**config.mk**
```make
export PLATFORM = sky130hd
export DESIGN_NAME = uart_rx
export DESIGN_NICKNAME = d
export VERILOG_FILES = /design/src/rtl/uart_rx_pkg.sv /design/src/rtl/uart_rx.sv
export SDC_FILE = /design/constraint.sdc
export NUM_CORES = 1
export LEC_CHECK = 0
export CAP_MARGIN = 20
export CORE_MARGIN = 8
export CORE_UTILIZATION = 53
export DETAILED_ROUTE_END_ITERATION = 8
export HOLD_SLACK_MARGIN = 0.12
export MAX_ROUTING_LAYER = met4
export PLACE_DENSITY = 0.79
export SKIP_CTS_REPAIR_TIMING = 1
export SLEW_MARGIN = 0
export SYNTH_ARGS = -nofsm -noshare
export SYNTH_HDL_FRONTEND = slang
export SYNTH_SLANG_ARGS = --single-unit
```
**constraint.sdc**
```tcl
create_clock -name clock -period 2.5 [get_ports clock]
set_clock_uncertainty 0.15 [all_clocks]
set_input_delay 0.625 -clock clock [delete_from_list [all_inputs] [get_ports clock]]
set_output_delay 0.625 -clock clock [all_outputs]
set_load 0.01 [all_outputs]
```
**src/rtl/uart_rx_pkg.sv**
```systemverilog
// Shared UART definitions: frame layout constants and the receiver state encoding.
// The transmitter uses the same frame constants so that both ends agree on the frame shape.
package uart_rx_pkg;

   localparam int data_bits  = 8;
   localparam int start_bits = 1;
   localparam int stop_bits  = 1;

   typedef enum logic [2:0] {
      IDLE  = 3'd0,
      START = 3'd1,
      DATA  = 3'd2,
      STOP  = 3'd3,
      BREAK = 3'd4
   } uart_state_e;

   // Mid-bit offset in clock cycles; rounds down for odd bit lengths.
   function automatic int half_bit(input int cycles_per_bit);
      return cycles_per_bit / 2;
   endfunction

endpackage

```
**src/rtl/uart_rx.sv**
```systemverilog
// 8N1 UART receiver. Detects the falling edge of the start bit, re-checks it at
// mid-bit to reject glitches, then samples each data bit and the stop bit one
// bit period apart. Good bytes are strobed out and accumulated into a 32-bit
// running sum; a low stop bit produces a framing-error strobe and the receiver
// waits for the line to return high before hunting for the next start bit.
module uart_rx
   import uart_rx_pkg::*;
#(
   parameter int cycles_per_bit = 4
) (
   input  logic        clock,
   input  logic        tick_i_rstn,
   input  logic        tick_i_serial,
   output logic        valid_ret,
   output logic [7:0]  data_ret,
   output logic [31:0] sum_ret,
   output logic        frame_err_ret
);

   localparam int half      = half_bit(cycles_per_bit);
   localparam int cw_raw    = $clog2(cycles_per_bit);
   localparam int cw        = (cw_raw > 1) ? cw_raw : 1;

   localparam logic [cw-1:0] cycle_full  = cw'(cycles_per_bit - 1);
   localparam logic [cw-1:0] cycle_half  = cw'(half - 1);
   localparam logic [cw-1:0] cycle_zero  = '0;
   localparam logic [3:0]    cursor_last = 4'(data_bits - 1);

   uart_state_e   state;
   logic [cw-1:0] cycle;
   logic [3:0]    cursor;
   logic [7:0]    buffer;

   // Frame sequencer: counts bit periods, samples the line at mid-bit and issues the output strobes.
   always_ff @(posedge clock) begin
      if (!tick_i_rstn) begin
         state         <= IDLE;
         cycle         <= '0;
         cursor        <= '0;
         buffer        <= '0;
         data_ret      <= '0;
         sum_ret       <= '0;
         valid_ret     <= 1'b0;
         frame_err_ret <= 1'b0;
      end else begin
         valid_ret     <= 1'b0;
         frame_err_ret <= 1'b0;

         case (state)
            IDLE: begin
               cursor <= '0;
               if (!tick_i_serial) begin
                  state <= START;
                  cycle <= cycle_half;
               end
            end

            START: begin
               if (cycle != cycle_zero) begin
                  cycle <= cycle - 1'b1;
               end else if (!tick_i_serial) begin
                  state  <= DATA;
                  cycle  <= cycle_full;
                  cursor <= '0;
               end else begin
                  state <= IDLE;
               end
            end

            DATA: begin
               if (cycle != cycle_zero) begin
                  cycle <= cycle - 1'b1;
               end else begin
                  buffer <= {tick_i_serial, buffer[7:1]};
                  cycle  <= cycle_full;
                  cursor <= cursor + 4'd1;
                  if (cursor == cursor_last) begin
                     state <= STOP;
                  end
               end
            end

            STOP: begin
               if (cycle != cycle_zero) begin
                  cycle <= cycle - 1'b1;
               end else if (tick_i_serial) begin
                  valid_ret <= 1'b1;
                  data_ret  <= buffer;
                  sum_ret   <= sum_ret + {24'd0, buffer};
                  state     <= IDLE;
               end else begin
                  frame_err_ret <= 1'b1;
                  state         <= BREAK;
               end
            end

            BREAK: begin
               if (tick_i_serial) begin
                  state <= IDLE;
               end
            end

            default: begin
               state <= IDLE;
            end
         endcase
      end
   end

endmodule

```
==> summary.txt <==
Clocking
  – Htree depth: 3
  – CTS root buffer: clkbuf_8
  – Skew-Pair Late Insertion Delay: roughly 330 ps
  – Sink Count: 59
  – CTS buffer count: 9
  – Max clock buf depth: 2
  – Reg clk slew, reported paths: ~60 ps
  – CTS tree: yes

Worst setup path
  – Crit-path max FO: 7
  – CP Class: reg -> reg
  – CP Data Arrival Time: ~2500 ps
  – Required @ worst endpoint: approximately 2600 ps
  – Startpoint types: register
  – Worst Setup End Kind: register
  – R2R cell count: 7

Finish
  – Final Util: 68.8%
  – Fin nets: 426
  – Area delta synth->final: 28.5%
  – Share of layout cells above drive strength 1: between 10% and 20%
  – Final Instance Area: ~3700 um2
  – Commonest non-fill, non-tap cell in the layout: dfxtp_1
  – Fillers: about 460
  – Most frequent cells in the layout: 59 x dfxtp_1, 58 x nand2_1, 45 x a21oi_1
  – Antenna diodes: 0

Yosys
  – Gate Count Post-Synth: 350
  – YS warnings: 0
  – Primary FF master, synth: dfxtp_1
  – Netlist cell types: 50
  – FF+latch count, synth: 59
  – Post-synth EDFFs: 0
  – Synth Net Count: around 360
  – Post-Syn Area: a little under 3000 um2
  – FFs w/ async S/R, synth: 0%
  – Syn_area_per_cell: 8.27 um2
  – Sequential-to-total area share from yosys stat: between 40 and 50%

Global route
  – Grt ovf: 0
  – Largest net degree at the start of global routing: 23
  – All-Layer GR Usage: between 10% and 20%
  – Vias in the first global route: between 2,000 and 3,000
  – Initial antenna violation count: 0
  – First-pass GRT wire length: 11,300 um

Floorplanning
  – Core area: 5410 um2
  – Chip Width: between 80 and 90 um
  – Site row count: 27
  – Die height: 89.9 um
  – Die Footprint: just over 8000 um2
  – # IOs: 45
  – Initial Util: a little over half

STA
  – Period utilisation layout: a little over nine tenths
  – Upper clock frequency limit: between 400 and 500 MHz
  – Setup TNS: 0 ps
  – Min Tclk post-route: between 2000 and 2500 ps
  – Worst slew margin: 65.3%
  – # setup viols final: 0
  – Hold slack: 301 ps
  – Final Hold Fails: 0
  – Slew @ Worst Pin: 521 ps
  – Final Max Tran Viols: 0

Power
  – Pwr dens: around 500 nW/um2
  – Pleak: 0.00136 uW
  – Largest vdd supply drop: between 0.3 and 0.4 mV

Run status
  – Status: finished, final reports clean

Placed design
  – Port bufs: 44
  – Placed inst area: between 3000 and 4000 um2
  – Placer Congestion: 0.853
  – HPWL after DPL: slightly below 5000 um

Detailed routing
  – Final WL: 6760 um
  – Routed WL per cell: 13.8 um
  – Pre-antenna DRT Iters: 4
  – Detailed-route DRC error count: 0
  – Via count: approximately 2,800
  – Antenna Nets Post-Route: 0
  – Post-DR vias/cell: between 5 and 6
  – Number of DRC markers in iteration 0: between 100 and 150

Worst hold path
  – Class of the worst hold path: reg -> reg
  – Hold-critical path depth: 2

Flow run
  – Total of max-cap violations: 0
==> cell families after synthesis <==
family,after synthesis,synth area share (%)
AOI/OAI and AO/OA,97,20.2
xor gates and xnor gates,11,3.33
and+or+nand+nor,144,25.3
buffers and inverters,25,4.20
DFF,59,40.8
muxes,3,1.08
adders and majority gates,11,5.02
==> path summary, 6_finish.rpt <==
check	to	slack [ps]	startpoint
worst min register to register	data_ret[3]	300	data_ret[3]
worst min-delay path	data_ret[3]	300	data_ret[3]
worst max register to register	sum_ret[24]	130	cycle[0]
worst max-delay path	sum_ret[24]	130	cycle[0]
==> stage by stage <==
stage / total power, uW / cells / setup slack (ps)
after floorplan: 1080 / 350 / 119
after global placement: 1100 / 472 / -139
after detailed placement: 1100 / 472 / -180
after CTS: 1920 / 488 / -19.9
after global routing: 1980 / 489 / -1.98
final: 1910 / 489 / 134
==> area by class of cell <==
type	instances	area, um2	area share, %
Sequential cell	59	1180	31.8
Inverter	9	33.8	0.909
Clock inverter	1	5.00	0.135
Clock buffer	15	186	5.02
Timing Repair Buffer	67	613	16.5
Tap cell	72	90.1	2.42
Multi-Input combinational cell	266	1610	43.2
==> cells in the mapped netlist, types with 2 or more instances <==
cell type	instances	share of area (%)
a211oi_1	3	0.78
a21o_1	5	1.3
a21oi_1	45	7.8
and3_1	2	0.43
buf_4	3	0.78
buf_6	2	0.78
clkbuf_1	10	1.3
dfxtp_1	59	41
ha_1	10	4.3
inv_1	9	1.2
mux2i_1	2	0.69
nand2_1	58	7.5
nand2b_1	3	0.65
nand3_1	9	1.6
nand4_1	9	1.9
nor2_1	29	3.8
nor3_1	5	0.86
nor3b_1	2	0.52
nor4_1	2	0.43
o2111ai_1	4	1.2
o211ai_1	3	0.78
o21a_1	4	1.0
o21ai_0	17	2.9
o22ai_1	2	0.43
o31ai_1	4	1.0
or3_1	14	3.0
or4_1	3	0.78
xnor2_1	5	1.5
xor2_1	6	1.8
==> critical path, stage by stage, from the launching register on <==
cell and delay, ps:
dfxtp_1 340, inv_1 60, ha_1 330, nand4b_4 180, or3_1 390, o22a_4 220
or4_1 460, a21oi_1 160
==> routing by layer <==
layer  track usage [%]  vias to the layer above  routed length, um
li1                  -                     1385                  -
met1              18.6                     1305               2970
met2              28.1                       62               3350
met3              5.24                        6                370
met4              6.10                        0                 64
met5                 -                        -                  0
==> where the power goes <==
group	internal [uW]	leakage (uW)	switching (uW)
registers	951	0.000476	13.3
clock network	468	0.0000997	352
logic	44.9	0.000784	76.2
==> sequential cells by signal (all words and copies together), names as in the netlist <==
register       cells
buffer             8
cursor             4
cycle              2
data_ret           8
frame_err_ret      1
state              3
sum_ret           32
valid_ret          1
Power figures use the tool's default switching activity.
